==> src/rtl/dram_port_arbiter.sv <==
// Shares one DRAM port between the fetch and MEM stages.
// One access in flight at a time; ties alternate between requesters.
module dram_port_arbiter #(
  parameter int DRAM_LATENCY = 1,
  parameter int ADDR_W = 64
) (
  input  logic              clk,
  input  logic              reset,
  input  logic              if_req,
  input  logic [ADDR_W-1:0] if_addr,
  input  logic              if_flush,
  input  logic              mem_req,
  input  logic [ADDR_W-1:0] mem_addr,
  input  logic [2:0]        mem_rd_ctrl,
  input  logic [1:0]        mem_wr_ctrl,
  input  logic [ADDR_W-1:0] mem_wdata,
  output logic [ADDR_W-1:0] dram_addr,
  output logic [2:0]        dram_rd_ctrl,
  output logic [1:0]        dram_wr_ctrl,
  output logic [ADDR_W-1:0] dram_wdata,
  input  logic [ADDR_W-1:0] dram_rdata,
  output logic [ADDR_W-1:0] if_rdata,
  output logic [ADDR_W-1:0] mem_rdata,
  output logic              if_valid,
  output logic              mem_valid,
  output logic              if_stall,
  output logic              mem_stall
);

  localparam logic [2:0] LAT = 3'(DRAM_LATENCY);
  localparam logic [2:0] FETCH_RD = 3'b101;

  typedef enum logic [1:0] {IDLE, BUSY_IF, BUSY_MEM} state_t;

  state_t            state, state_nxt;
  logic [2:0]        cnt, cnt_nxt;
  logic              kill, kill_nxt;
  logic              last_if, last_if_nxt;
  logic [ADDR_W-1:0] addr_q, wdata_q;
  logic [ADDR_W-1:0] if_rdata_q, mem_rdata_q;
  logic [2:0]        rd_q;
  logic              want_if, grant_if, grant_mem;
  logic              done, mem_cap;

  assign want_if = if_req & ~if_flush;
  assign done = (cnt == 3'd1);

  // No grant while reset is held so the DRAM bus stays quiet.
  assign grant_if = (state == IDLE) & ~reset & want_if
                  & (~mem_req | ~last_if);
  assign grant_mem = (state == IDLE) & ~reset & mem_req & ~grant_if;

  always_comb begin
    state_nxt = state;
    cnt_nxt = cnt;
    kill_nxt = kill;
    last_if_nxt = last_if;
    dram_addr = '0;
    dram_rd_ctrl = '0;
    dram_wr_ctrl = '0;
    dram_wdata = '0;
    if_valid = 1'b0;
    mem_valid = 1'b0;
    unique case (state)
      IDLE: begin
        if (grant_if) begin
          dram_addr = if_addr;
          dram_rd_ctrl = FETCH_RD;
          state_nxt = BUSY_IF;
          cnt_nxt = LAT;
          kill_nxt = 1'b0;
          last_if_nxt = 1'b1;
        end else if (grant_mem) begin
          dram_addr = mem_addr;
          dram_rd_ctrl = mem_rd_ctrl;
          dram_wr_ctrl = mem_wr_ctrl;
          dram_wdata = mem_wdata;
          state_nxt = BUSY_MEM;
          cnt_nxt = LAT;
          last_if_nxt = 1'b0;
        end
      end
      BUSY_IF: begin
        dram_addr = addr_q;
        dram_rd_ctrl = rd_q;
        dram_wdata = wdata_q;
        cnt_nxt = cnt - 3'd1;
        if (if_flush) kill_nxt = 1'b1;
        // A flush in the final cycle must also suppress the pulse.
        if_valid = done & ~kill & ~if_flush;
        if (done) begin
          state_nxt = IDLE;
          kill_nxt = 1'b0;
        end
      end
      BUSY_MEM: begin
        dram_addr = addr_q;
        dram_rd_ctrl = rd_q;
        dram_wdata = wdata_q;
        cnt_nxt = cnt - 3'd1;
        mem_valid = done;
        if (done) state_nxt = IDLE;
      end
      default: state_nxt = IDLE;
    endcase
  end

  always_ff @(posedge clk or posedge reset) begin
    if (reset) begin
      state <= IDLE;
      cnt <= '0;
      kill <= 1'b0;
      last_if <= 1'b1;
      addr_q <= '0;
      rd_q <= '0;
      wdata_q <= '0;
      if_rdata_q <= '0;
      mem_rdata_q <= '0;
    end else begin
      state <= state_nxt;
      cnt <= cnt_nxt;
      kill <= kill_nxt;
      last_if <= last_if_nxt;
      if (state == IDLE) begin
        addr_q <= dram_addr;
        rd_q <= dram_rd_ctrl;
        wdata_q <= dram_wdata;
      end
      if (if_valid) if_rdata_q <= dram_rdata;
      if (mem_cap) mem_rdata_q <= dram_rdata;
    end
  end

  // Store-only accesses leave the load data untouched.
  assign mem_cap = mem_valid & (rd_q != 3'b000);

  assign if_rdata = if_valid ? dram_rdata : if_rdata_q;
  assign mem_rdata = mem_cap ? dram_rdata : mem_rdata_q;

  assign if_stall = if_req & ~if_valid;
  assign mem_stall = mem_req & ~mem_valid;

endmodule

==> config.mk <==
export PLATFORM = sky130hd
export DESIGN_NAME = dram_port_arbiter
export DESIGN_NICKNAME = d
export VERILOG_FILES = /design/src/rtl/dram_port_arbiter.sv
export SDC_FILE = /design/constraint.sdc
export NUM_CORES = 1
export LEC_CHECK = 0
export BUFFER_PORTS_ARGS = -buffer_cell sky130_fd_sc_hd__buf_2
export CAP_MARGIN = 20
export CORE_AREA = 2 2 204 206
export CTS_BUF_LIST = sky130_fd_sc_hd__clkbuf_16
export DETAILED_ROUTE_END_ITERATION = 6
export DIE_AREA = 0 0 206 208
export PLACE_DENSITY = 0.62
export SYNTH_ARGS = -nofsm -noshare
export SYNTH_HDL_FRONTEND = slang
export SYNTH_SLANG_ARGS = --single-unit
==> constraint.sdc <==
create_clock -name clk -period 18.3 [get_ports clk]
set_input_delay 0 -clock clk [delete_from_list [all_inputs] [get_ports clk]]
set_output_delay 0 -clock clk [all_outputs]
set_load 0.1 [all_outputs]
==> results.json <==
{
  "ys_async_sr_fraction_pct": 100,
  "hpwl_um": 27800,
  "die_h_um": 208,
  "skew_ns": 0.0212,
  "grt_max_degree": 119,
  "synthTopCellsByCount": "dfrtp_1, nor2_1, mux2_2",
  "cts_buffers": 31,
  "slowest_stage": "buf_4",
  "cp_max_fo": 66,
  "drc": 0,
  "hold_path_depth": 4,
  "period_share_pct": 23.9,
  "yosys_warnings": 0,
  "drtAntennaViolNets": 0,
  "cts_resized": 0,
  "cts_tree": "yes",
  "antenna_found_initial": 3,
  "setup_viol": 0,
  "synth.distinct_cells": 37,
  "synth-seq-area-share_pct": 54.4,
  "totalWireLength_um": 43900,
  "hp-start": "if_req",
  "syn-cell-area_um2": 12200,
  "cts_root_buffer": "clkbuf_16",
  "rsz0062_at_grt": "false",
  "worst_pin_slew_ns": 1.02,
  "io_pins": 531,
  "ys_top_cells_by_area": "dfrtp_1, mux2_2, a22o_1",
  "synth_top_area_cell": "dfrtp_1",
  "wl_per_cell_um": 19.0,
  "synth-seq-cells": 266,
  "crit_path_end_kind": "primary output",
  "synth_cells": 1006,
  "drive_gt1_share_pct": 42.3,
  "syn2layout_area_growth_pct": 55.0,
  "hold_class": "in2reg",
  "drtIter0Drc": 771,
  "slew_viol_final": 0,
  "synth_nets": 1278,
  "timing.rr.start": "state[0]$_DFFE_PP0P_",
  "slew_headroom_pct": 31.7,
  "critical_path_class": "reg2out",
  "synth_flop_cell": "dfrtp_1",
  "grt_overflow_total": 0,
  "yosysTopAreaCellShare_pct": 54.2,
  "final.setup.tns_ns": 0,
  "clockBufferDepth": 3,
  "rows": 74,
  "firstDrtPassIters": 7,
  "r2r_end": "addr_q[27]$_DFFE_PP0N_",
  "routabilityCongestion": 0.925,
  "required_ns": 18.30,
  "synth_most_common_cell": "dfrtp_1",
  "r2r_setup_slack_ns": 14.27,
  "crit_top_cell": "buf_4",
  "clock-sinks": 266,
  "critPathLaunchType": "register",
  "hold_end": "state[1]$_DFFE_PP0P_",
  "grt_pass1_wl_um": 66800,
  "report.final.hold_viol_count": 0,
  "post_cts_buffers": 0,
  "timing.fmax_ghz": 0.229,
  "cap_violations": 0,
  "clk_latency_ns": 0.57,
  "die_w_um": 206,
  "startpoint": "state[0]$_DFFE_PP0P_",
  "rr_worst_depth": 9,
  "vias_per_cell": 5.02,
  "syn_area_per_cell_um2": 12.2,
  "cp_slowest_stage_delay_ns": 0.78,
  "fin_nets": 2024,
  "num_vias": 11600,
  "period_needed_ns": 4.37,
  "ctsHoldBuffers": 263,
  "io_buffers": 530,
  "status": "finished clean",
  "crit_chain": "inv_1, ha_4, and3b_4, a21boi_4, buf_4, buf_4, a221oi_1, nor2_1, buf_2",
  "die_area_um2": 42800,
  "grt_util_all_layers_pct": 19.3,
  "cts_max_level": 1,
  "grt_pass1_vias": 12200,
  "synth-edff-count": 0,
  "critPathArrivalTime_ns": 4.37,
  "path_clk_slew_ns": 0.06,
  "core_um2": 40600,
  "initial_utilization_pct": 30.2
}
-- worst max-delay path, delay by kind of cell, from the launching register on --
family / cells / cell delay [ns]
buffers and inverters: 4 / 2.02
AO/OA/AOI/OAI: 2 / 0.66
AND/OR/NAND/NOR: 2 / 0.44
flip-flops: 1 / 0.43
adder cells (fa/ha/maj): 1 / 0.21
-- how the worst max path moves through the flow --
stage                                       end  slack [ns]  depth (start not counted)
final                             dram_addr[24]       13.93                          9
after detailed placement          dram_addr[24]       14.49                          9
after floorplan           addr_q[0]$_DFFE_PP0N_       10.96                          1
after global placement            dram_addr[24]       14.49                          9
after CTS                         dram_addr[24]       13.87                          9
after global routing              dram_addr[24]       13.66                          9
-- per-stage QoR --
stage	hold WS [ns]	util (%)	worst slack, ns	instances	instance area, um^2
final	0.144	46.7	13.93	2313	19000
after global routing	0.162	46.7	13.66	2312	19000
after CTS	0.119	46.7	13.87	2309	18900
after detailed placement	0.238	37.6	14.49	1988	15300
after global placement	0.234	37.6	14.49	1988	15300
after floorplan	0.133	-	10.96	1006	12200
-- cell usage in the layout, fill, tap and decap left out, drive strengths merged, types with 8 or more instances in the layout --
cell and instances:
nor2 134, a21oi 8, dfrtp 265, dlygate4sd3 263, a22o 65, clkinv 15
inv 18, o21ai 9, buf 542, a221oi 64, a22oi 65, and2 68
mux2 128, nand2 9, clkbuf 31, o2bb2ai 64
-- cells by family after synthesis --
kind of cell / Yosys count / synth area share, %
compound gates: 282 / 20.7
mux: 128 / 11.8
flops: 266 / 54.4
fa+ha+maj: 6 / 0.614
simple gates: 220 / 8.47
buf+inv: 104 / 3.96
-- layer usage --
metal	share of wire, %	vias to the layer above	global-route usage (%)
li1	-	5238	-
met1	39	5732	23.1
met2	49	531	32.9
met3	7.2	119	3.98
met4	4.7	0	9.58
met5	0	-	0
-- flip-flops by register name, indices dropped and copies added (netlist names) --
signal and flops:
state 2, last_if 1, kill 1, if_rdata_q 64, addr_q 64, wdata_q 64
rd_q 3, mem_rdata_q 64, cnt 3
-- cell type report --
cell class              instances  area, um^2
fillers                      3677       21600
multi-input cells             636        5150
diodes                          4        10.0
clock buffers                  31         776
repair buffers                805        5380
well taps                     532         666
inverters                      12        52.6
flip-flops and latches        266        6660
clock inverters                27         270
Power is not shown: default switching activity piles up to over one toggle a cycle in this logic, so the estimate is an artifact.
